$ cat src/rtl/hazard_ctrl.sv
// -----------------------------------------------------------------------------
// hazard_ctrl
//   Pipeline hazard controller for a 5-stage RV32 core. Resolves data hazards
//   by forwarding from M/W into E, stalls on load-use, flushes on taken
//   branches/jumps resolved in E, and holds a multi-cycle mul/div op in E for
//   exactly MULDIV_LATENCY cycles using a two-state FSM plus 8-bit countdown.
//   A saturating counter tracks the number of cycles in which the PC was held.
//
// Ports:
//   CLK, RST               clock (rising edge), synchronous active-high reset
//   Rs1D, Rs2D             source registers of the instruction in D
//   Rs1E, Rs2E, RdE        source/destination registers of the instruction in E
//   RdM, RegWriteM         destination/write-enable of the instruction in M
//   RdW, RegWriteW         destination/write-enable of the instruction in W
//   ResultSrcE             E result source (2'b01 = load)
//   PCSrcE                 branch taken / jump resolved in E
//   MulDivE                instruction in E is a mul/div
//   ForwardAE, ForwardBE   E operand select: 00 RD, 10 ALUResultM, 01 ResultW
//   StallF, StallD, StallE hold PC, F/D, D/E
//   FlushD, FlushE, FlushM clear F/D, D/E (CLR), E/M (bubble)
//   MulDivBusy             FSM is in BUSY (state observation point)
//   StallCycles            saturating count of cycles with StallF=1
//
// Handshake note: there is no valid/ready pairing here; every output is a
// level that the pipeline registers sample on the same rising edge.
// -----------------------------------------------------------------------------
module hazard_ctrl #(
    parameter int ADDRESS_WIDTH  = 5,
    parameter int MULDIV_LATENCY = 4,
    parameter int CNT_WIDTH      = 32
) (
    input  logic                     CLK,
    input  logic                     RST,
    input  logic [ADDRESS_WIDTH-1:0] Rs1D,
    input  logic [ADDRESS_WIDTH-1:0] Rs2D,
    input  logic [ADDRESS_WIDTH-1:0] Rs1E,
    input  logic [ADDRESS_WIDTH-1:0] Rs2E,
    input  logic [ADDRESS_WIDTH-1:0] RdE,
    input  logic [ADDRESS_WIDTH-1:0] RdM,
    input  logic [ADDRESS_WIDTH-1:0] RdW,
    input  logic                     RegWriteM,
    input  logic                     RegWriteW,
    input  logic [1:0]               ResultSrcE,
    input  logic                     PCSrcE,
    input  logic                     MulDivE,
    output logic [1:0]               ForwardAE,
    output logic [1:0]               ForwardBE,
    output logic                     StallF,
    output logic                     StallD,
    output logic                     StallE,
    output logic                     FlushD,
    output logic                     FlushE,
    output logic                     FlushM,
    output logic                     MulDivBusy,
    output logic [CNT_WIDTH-1:0]     StallCycles
);

    typedef enum logic {
        S_IDLE = 1'b0,
        S_BUSY = 1'b1
    } state_t;

    // A latency of 1 means the op finishes in its first E cycle: no FSM needed.
    localparam bit         MD_EN    = (MULDIV_LATENCY > 1);
    // The IDLE cycle is the first of the op and the cnt==0 BUSY cycle the last,
    // so the countdown starts at LATENCY-2.
    localparam logic [7:0] CNT_INIT = MD_EN ? 8'(MULDIV_LATENCY - 2) : 8'd0;

    state_t                 state_q, state_d;
    logic [7:0]             cnt_q, cnt_d;
    logic [CNT_WIDTH-1:0]   stall_cnt_q, stall_cnt_d;

    logic [1:0]             fwd_a, fwd_b;
    logic                   lw_stall;
    logic                   md_stall;

    // ---------------------------------------------------------------- forwarding
    always_comb begin
        fwd_a = 2'b00;
        if (RegWriteM && (RdM != '0) && (RdM == Rs1E))
            fwd_a = 2'b10;
        else if (RegWriteW && (RdW != '0) && (RdW == Rs1E))
            fwd_a = 2'b01;
    end

    always_comb begin
        fwd_b = 2'b00;
        if (RegWriteM && (RdM != '0) && (RdM == Rs2E))
            fwd_b = 2'b10;
        else if (RegWriteW && (RdW != '0) && (RdW == Rs2E))
            fwd_b = 2'b01;
    end

    // ------------------------------------------------------------ hazard terms
    assign lw_stall = (ResultSrcE == 2'b01) && (RdE != '0) &&
                      ((Rs1D == RdE) || (Rs2D == RdE));

    // The op is released (no stall) in the BUSY cycle that sees cnt==0.
    assign md_stall = MulDivE && MD_EN &&
                      (((state_q == S_IDLE) && !PCSrcE) ||
                       ((state_q == S_BUSY) && (cnt_q != 8'd0)));

    // ------------------------------------------------------------ FSM: next
    always_comb begin
        state_d = state_q;
        cnt_d   = cnt_q;
        if (PCSrcE) begin
            // A redirect squashes whatever is in E, including a mul/div.
            state_d = S_IDLE;
            cnt_d   = 8'd0;
        end else begin
            unique case (state_q)
                S_IDLE: begin
                    if (MulDivE && MD_EN) begin
                        state_d = S_BUSY;
                        cnt_d   = CNT_INIT;
                    end
                end
                S_BUSY: begin
                    if (cnt_q == 8'd0)
                        state_d = S_IDLE;
                    else
                        cnt_d = cnt_q - 8'd1;
                end
                default: begin
                    state_d = S_IDLE;
                    cnt_d   = 8'd0;
                end
            endcase
        end
    end

    // ------------------------------------------------------------ outputs
    always_comb begin
        ForwardAE = 2'b00;
        ForwardBE = 2'b00;
        StallF    = 1'b0;
        StallD    = 1'b0;
        StallE    = 1'b0;
        FlushD    = 1'b0;
        FlushE    = 1'b0;
        FlushM    = 1'b0;
        if (RST) begin
            FlushD = 1'b1;
            FlushE = 1'b1;
            FlushM = 1'b1;
        end else begin
            ForwardAE = fwd_a;
            ForwardBE = fwd_b;
            if (PCSrcE) begin
                FlushD = 1'b1;
                FlushE = 1'b1;
            end else if (md_stall) begin
                // Freeze the front end and feed bubbles into M while E is busy.
                StallF = 1'b1;
                StallD = 1'b1;
                StallE = 1'b1;
                FlushM = 1'b1;
            end else if (lw_stall) begin
                StallF = 1'b1;
                StallD = 1'b1;
                FlushE = 1'b1;
            end
        end
    end

    assign MulDivBusy  = (state_q == S_BUSY);
    assign StallCycles = stall_cnt_q;

    // ------------------------------------------------------------ stall counter
    always_comb begin
        stall_cnt_d = stall_cnt_q;
        if (StallF && (stall_cnt_q != '1))
            stall_cnt_d = stall_cnt_q + CNT_WIDTH'(1);
    end

    // ------------------------------------------------------------ registers
    always_ff @(posedge CLK) begin
        if (RST) begin
            state_q     <= S_IDLE;
            cnt_q       <= 8'd0;
            stall_cnt_q <= '0;
        end else begin
            state_q     <= state_d;
            cnt_q       <= cnt_d;
            stall_cnt_q <= stall_cnt_d;
        end
    end

endmodule

$ cat config.mk
export PLATFORM = sky130hd
export DESIGN_NAME = hazard_ctrl
export DESIGN_NICKNAME = d
export VERILOG_FILES = /design/src/rtl/hazard_ctrl.sv
export SDC_FILE = /design/constraint.sdc
export NUM_CORES = 1
export LEC_CHECK = 0
export ABC_CLOCK_PERIOD_IN_PS = 2350
export CORE_ASPECT_RATIO = 1.1
export CORE_MARGIN = 3
export CORE_UTILIZATION = 40
export DETAILED_ROUTE_END_ITERATION = 6
export PLACE_DENSITY_LB_ADDON = 0.05
export SLEW_MARGIN = 10
export SYNTH_ARGS = -nofsm -noshare
export SYNTH_HDL_FRONTEND = slang
export SYNTH_SLANG_ARGS = --single-unit
$ cat constraint.sdc
create_clock -name CLK -period 2.35 [get_ports CLK]
set_input_delay 0.47 -clock CLK [delete_from_list [all_inputs] [get_ports CLK]]
set_output_delay 0.47 -clock CLK [all_outputs]
set_load 0.05 [all_outputs]
==> flow_summary.yaml, run 1 <==
placement:
  place.gp.congestion: 0.841
  io_buffers: 85
  hpwl_mm: 5.99
  dpl_cell_area_um2: 4010
floorplanning:
  rows: 30
  fp.dieW_um: 83.4
  coreArea_um2: 6270
  die_h_um: 91.2
  floorplan.initialDensity_pct: 42.1
  pin_count: 86
  dieArea_um2: 7610
final_layout:
  drive_above_1_share_pct: 29.3
  stdcell_area_um2: 4430
  n_fill_cell: 520
  layout_commonest_cell: "clkdlybuf4s50_1"
  layout_common_cells: "52 x clkdlybuf4s50_1, 41 x buf_4, 28 x dfxtp_1"
  num_antenna_cells: 0
  nets: 492
  areaGrowthSynthToFinish_pct: 67.8
synth:
  ys_warn_count: 0
  synth-edff-count: 0
  synth_cell_type_count: 50
  ys.flop_type: "dfxtp_1"
  ys_seq_elements: 41
  synth_fp_nets: 364
  async_flop_share_pct: 0
  ys_seq_area_share_pct: 31.1
  synth_area_um2: 2640
  synthCells: 318
  syn_area_per_cell_um2: 8.29
outcome:
  violations: "setup timing"
  status: "complete, but fails checks"
flow_run:
  maxCapViolCount: 0
clocking:
  cts_buffers: 5
  clockBufferDepth: 2
  cts_tree: "done"
  clock_latency_ns: 0.30
  htree_levels: 2
  clk_pin_slew_ns: 0.08
  root_buffer: "clkbuf_8"
  cts_sinks: 41
timing:
  report.final.slew_viol_count: 0
  relSlewSlack_pct: 63.7
  rsz0062_at_grt: "yes"
  holdWs_ns: 0.472
  period_share_pct: 106
  tns_ns: -2.23
  worst_pin_slew_ns: 0.543
  fmax_ghz: 0.402
  setup_ws_ns: -0.136
  skew_ns: 0.00773
  finalHoldViolCount: 0
  post-route-min-period_ns: 2.49
  setup_viol: 28
worst_setup_path:
  cp-start-kind: "primary input"
  cp_top_family: "buffers and inverters"
  critPathCaptureType: "flop"
  r2r_cells: 9
  path_depth: 11
  arrival_ns: 2.72
  worst-path-buf-inv: 5
  crit_type: "primary input to flop"
  cpPeakStageDelay_ns: 0.53
  r2r_end: "StallCycles[13]$_SDFFE_PP0P_"
  crit_required_ns: 2.58
  crit_path_end: "StallCycles[14]$_SDFFE_PP0P_"
  r2r_start: "cnt_q[3]$_SDFFE_PP0P_"
  crit_start: "Rs1D[1]"
  slowest_stage: "or4_1"
  worstPathMaxFanout: 16
  path_cells: "clkdlybuf4s50_1 -> xnor2_1 -> nand2_1 -> o22ai_1 -> buf_4 -> a31oi_4 -> buf_4 -> buf_12 -> buf_12 -> or4_1 -> a21oi_2"
  r2r_slack_ns: -0.04
drt:
  vias: 2983
  routed_via_density: 5.66
  dr.pass1.iters: 4
  drtIter0Drc: 114
  ant_nets: 0
  drc: 0
  wirelength_mm: 8.39
  post_drt_wl_per_cell_um: 15.9
worst_hold_path:
  holdCritPathClass: "flop to flop"
  hold_depth: 1
grt:
  grt_pass1_wl_mm: 12.8
  top_usage_layer: "met2"
  grt_usage_pct: 20.1
  grt-ovfl-total: 0
  grt_max_degree: 31
  grt_use_met1_pct: 25.2
  use_met2_pct: 35.1
  grtUsageMet3_pct: 4.26
  antenna_found_initial: 0
  grt_pass1_vias: 2748
pwr:
  power.density_nw_per_um2: 380
  ir_drop_mv: 0.301
  power.leakage_nw: 1.59
==> kinds of logic (layout without fill, tap and decap cells) <==
kind of cell,Yosys count,count (layout),synth area share [%]
AO/OA/AOI/OAI,64,64,17.1
XOR/XNOR,32,32,10.6
buffers and inverters,25,154,4.70
AND/OR/NAND/NOR,144,144,31.2
flip-flops,41,41,31.1
adder cells (fa/ha/maj),3,3,1.42
multiplexers,9,9,3.84
==> routing by layer <==
metal	up-vias	share of wire, %
met4	0	0.98
met5	-	0
met3	7	5.6
met2	90	52
li1	1466	-
met1	1420	41
==> worst reg2reg max path, delay by kind of cell (launching register included) <==
kind / cells / cell delay (ns)
AND/OR/NAND/NOR: 3 / 0.79
AO/OA/AOI/OAI: 2 / 0.57
flip-flops: 1 / 0.32
buffers and inverters: 3 / 0.32
multiplexers: 1 / 0.29
==> where the power goes <==
group,internal [mW],total (mW),leakage (nW),switching (mW)
Combinational,0.193,0.374,1.20,0.180
Clock,0.347,0.603,0.0585,0.256
Sequential,0.699,0.705,0.337,0.00572
Total,1.24,1.68,1.59,0.442
==> sequential cells by signal, indices dropped and copies added (netlist names) <==
register / cells
MulDivBusy: 1
StallCycles: 32
cnt_q: 8
==> per-stage QoR <==
step	utilization (%)	power (mW)	std cells	setup slack (ns)
3_3_place_gp	64.0	1.05	509	-0.406
3_5_place_dp	64.0	1.06	509	-0.421
5_1_grt	70.6	1.74	527	-0.199
6_report	70.6	1.68	527	-0.136
4_1_cts	68.1	1.67	521	-0.243
2_1_floorplan	-	0.875	318	-0.363
==> final cells by class <==
| class | count | area (µm²) | area share, % |
|---|---|---|---|
| multi-input combinational | 252 | 1930 | 43.7 |
| timing repair buffer | 136 | 1390 | 31.4 |
| tap | 80 | 100 | 2.26 |
| clock inverter | 1 | 30.0 | 0.679 |
| clock buffer | 7 | 86.3 | 1.95 |
| sequential | 41 | 837 | 18.9 |
| inverter | 10 | 50.0 | 1.13 |
==> cells in the mapped netlist, types with 2 or more instances <==
master     n  share of area, %
dfxtp_1   41                31
nand3_1   26               4.9
a21oi_1   24               4.6
or4_1     24               6.8
xnor2_1   24               8.0
nor2_1    23               3.3
nand2_1   19               2.7
o31ai_1   19               5.4
nand4_1   14               3.3
nor4_1    10               2.4
inv_1      8               1.1
xor2_1     8               2.7
clkbuf_1   6              0.85
nor3_1     6               1.1
buf_4      5               1.4
o21ai_0    5              0.95
and3_1     4              0.95
o41ai_1    4               1.3
buf_2      3              0.57
ha_1       3               1.4
mux2_1     3               1.3
mux2i_1    3               1.1
nor2b_1    3              0.71
o311ai_0   3               1.0
and4_1     2              0.66
mux2_2     2              0.85
nor2_2     2              0.47
or3_1      2              0.47
==> worst min-delay path by stage <==
stage,from,to
floorplan,cnt_q[0]$_SDFFE_PP0P_,cnt_q[0]$_SDFFE_PP0P_
global placement,StallCycles[3]$_SDFFE_PP0P_,StallCycles[3]$_SDFFE_PP0P_
detailed placement,StallCycles[3]$_SDFFE_PP0P_,StallCycles[3]$_SDFFE_PP0P_
CTS,StallCycles[3]$_SDFFE_PP0P_,StallCycles[3]$_SDFFE_PP0P_
global route,StallCycles[3]$_SDFFE_PP0P_,StallCycles[3]$_SDFFE_PP0P_
finish,StallCycles[3]$_SDFFE_PP0P_,StallCycles[3]$_SDFFE_PP0P_
==> what timing repair did <==
action,4_1_cts,5_1_grt
gates cloned,0,0
setup endpoints to repair,31,39
resized for setup,67,28
pin swaps,18,27
hold buffers,0,0
buffers inserted,4,7
(Power assumes the default switching activity.)
==> run 2, diff against run 1 <==
CTS_CLUSTER_DIAMETER = 60   (was unset)
==> results of run 2 <==
Same layout as run 1: the final DEF is identical, and so are final timing and power.
==> run 3, diff against run 2 <==
CORE_ASPECT_RATIO = unset   (was 1.1)
SKIP_CTS_REPAIR_TIMING = 1   (was unset)
==> flow_summary.yaml, run 3 (synthesis results as in run 1) <==
clocking:
  root_buffer: "clkbuf_8"
  cts_sinks: 41
  clock_latency_ns: 0.29
  cts_buffers: 5
  cts_tree: "done"
  htree_levels: 2
  clk_pin_slew_ns: 0.08
  clockBufferDepth: 2
final_layout:
  layout_common_cells: "46 x clkdlybuf4s50_1, 42 x buf_4, 29 x dfxtp_1"
  drive_above_1_share_pct: 28.1
  multi_input_area_um2: 1870
  nets: 490
  num_antenna_cells: 0
  register_area_um2: 836
  n_fill_cell: 502
  largest_register_ffs: 32
  layout_commonest_cell: "clkdlybuf4s50_1"
  areaGrowthSynthToFinish_pct: 65.7
floorplanning:
  die_h_um: 87.2
  coreArea_um2: 6170
  pin_count: 86
  floorplan.initialDensity_pct: 42.8
  dieArea_um2: 7600
  fp.dieW_um: 87.2
  rows: 28
worst_setup_path:
  cp-start-kind: "flop"
  cpPeakStageDelay_ns: 0.56
  crit_required_ns: 1.88
  worst-path-buf-inv: 2
  cp_top_family: "compound AO/OA/AOI/OAI gates"
  worstPathMaxFanout: 4
  critPathCaptureType: "output port"
  arrival_ns: 2.12
  path_cells: "or4_4 -> o41ai_4 -> nor2_4 -> a31oi_4 -> inv_6 -> buf_6"
  slowest_stage: "or4_4"
  crit_type: "flop to output port"
placement:
  place_ws_ns: -0.500
  place.gp.congestion: 0.855
  io_buffers: 85
  hpwl_mm: 5.83
drt:
  vias: 2923
  post_drt_wl_per_cell_um: 15.2
  routed_via_density: 5.62
  drc: 0
  drtIter0Drc: 108
  ant_nets: 0
  dr.pass1.iters: 4
  wirelength_mm: 7.88
grt:
  grt_pass1_wl_mm: 12.6
  grt_pass1_vias: 2711
  grt-ovfl-total: 0
  grt_max_degree: 33
  antenna_found_initial: 0
  grt_usage_pct: 20.2
pwr:
  power_frac_comb_pct: 21.5
  clkPwrFrac_pct: 36.0
  power.share.sequential_pct: 42.5
  ir_drop_mv: 0.331
  finalPower_mw: 1.66
  power.leakage_nw: 1.75
  power.internal_mw: 1.23
  switching_share_pct: 25.6
  power.density_nw_per_um2: 380
  switchingPower_mw: 0.425
timing:
  post-route-min-period_ns: 2.59
  period_share_pct: 110
  fmax_ghz: 0.386
  finalHoldViolCount: 0
  worst_pin_slew_ns: 0.528
  relSlewSlack_pct: 64.7
  setup_viol: 5
  rsz0062_at_grt: "yes"
  setup_ws_ns: -0.241
  report.final.slew_viol_count: 0
  skew_ns: 0.00529
outcome:
  status: "complete, but fails checks"
  violations: "setup timing"
flow_run:
  maxCapViolCount: 0
worst_hold_path:
  holdCritPathClass: "flop to flop"
run 3: cell types whose count changed in the layout (fill, tap and decap cells not counted), sizes merged:
cell / delta
dlymetal6s2s: +22
dlygate4sd2: -14
buf: -6
clkdlybuf4s50: -6
clkbuf: +5
clkdlybuf4s15: -3
run 3: stage by stage:
step           cell area (µm²)  setup TNS, ns  util [%]  hold WS [ns]  cells
6_report                  4370         -0.997      70.9         0.488    520
5_1_grt                   4370          -1.57      70.9         0.504    520
4_1_cts                   4110          -5.82      66.6         0.493    514
3_5_place_dp              3990         -14.70      64.8         0.480    506
3_3_place_gp              3990         -12.60      64.8         0.469    506
2_1_floorplan             2700         -0.982         -         0.494    318
run 3: worst paths after layout:
| path | startpoint | to | slack (ns) | cells after the start |
|---|---|---|---|---|
| min reg2reg | StallCycles[3]$_SDFFE_PP0P_ | StallCycles[3]$_SDFFE_PP0P_ | 0.49 | 1 |
| max reg2reg | cnt_q[5]$_SDFFE_PP0P_ | StallCycles[0]$_SDFFE_PP0P_ | 0.08 | 9 |
| max | cnt_q[5]$_SDFFE_PP0P_ | StallF | -0.24 | 6 |
| min | StallCycles[3]$_SDFFE_PP0P_ | StallCycles[3]$_SDFFE_PP0P_ | 0.49 | 1 |
run 3: per-layer routing:
metal | track usage [%] | vias up | share of wire [%]
li1 | - | 1459 | -
met1 | 28.9 | 1376 | 45
met2 | 31.3 | 82 | 48
met3 | 5.11 | 6 | 6.0
met4 | 3.07 | 0 | 0.84
met5 | 0 | - | 0
run 3: power by group through the flow:
stage / Sequential (mW) / Combinational (mW) / Clock, mW
2_1_floorplan: 0.727 / 0.148 / 0
3_3_place_gp: 0.721 / 0.333 / 0
3_5_place_dp: 0.721 / 0.336 / 0
4_1_cts: 0.705 / 0.338 / 0.613
5_1_grt: 0.706 / 0.386 / 0.642
6_report: 0.705 / 0.357 / 0.597
run 3: worst register-to-register path: stages, from the launching register on:
cell and delay, ns:
dfxtp_2 0.33, or4_4 0.56, o41ai_4 0.40, nor2_4 0.07
a31oi_4 0.25, buf_12 0.19, buf_6 0.11, buf_6 0.10
or3_1 0.09, a21oi_1 0.05
run 3: layout make-up:
type,instances,area share [%]
multi-input combinational,252,42.8
timing repair buffer,134,32.2
sequential,41,19.1
tap,75,2.15
clock buffer,7,1.98
inverter,10,1.09
clock inverter,1,0.687
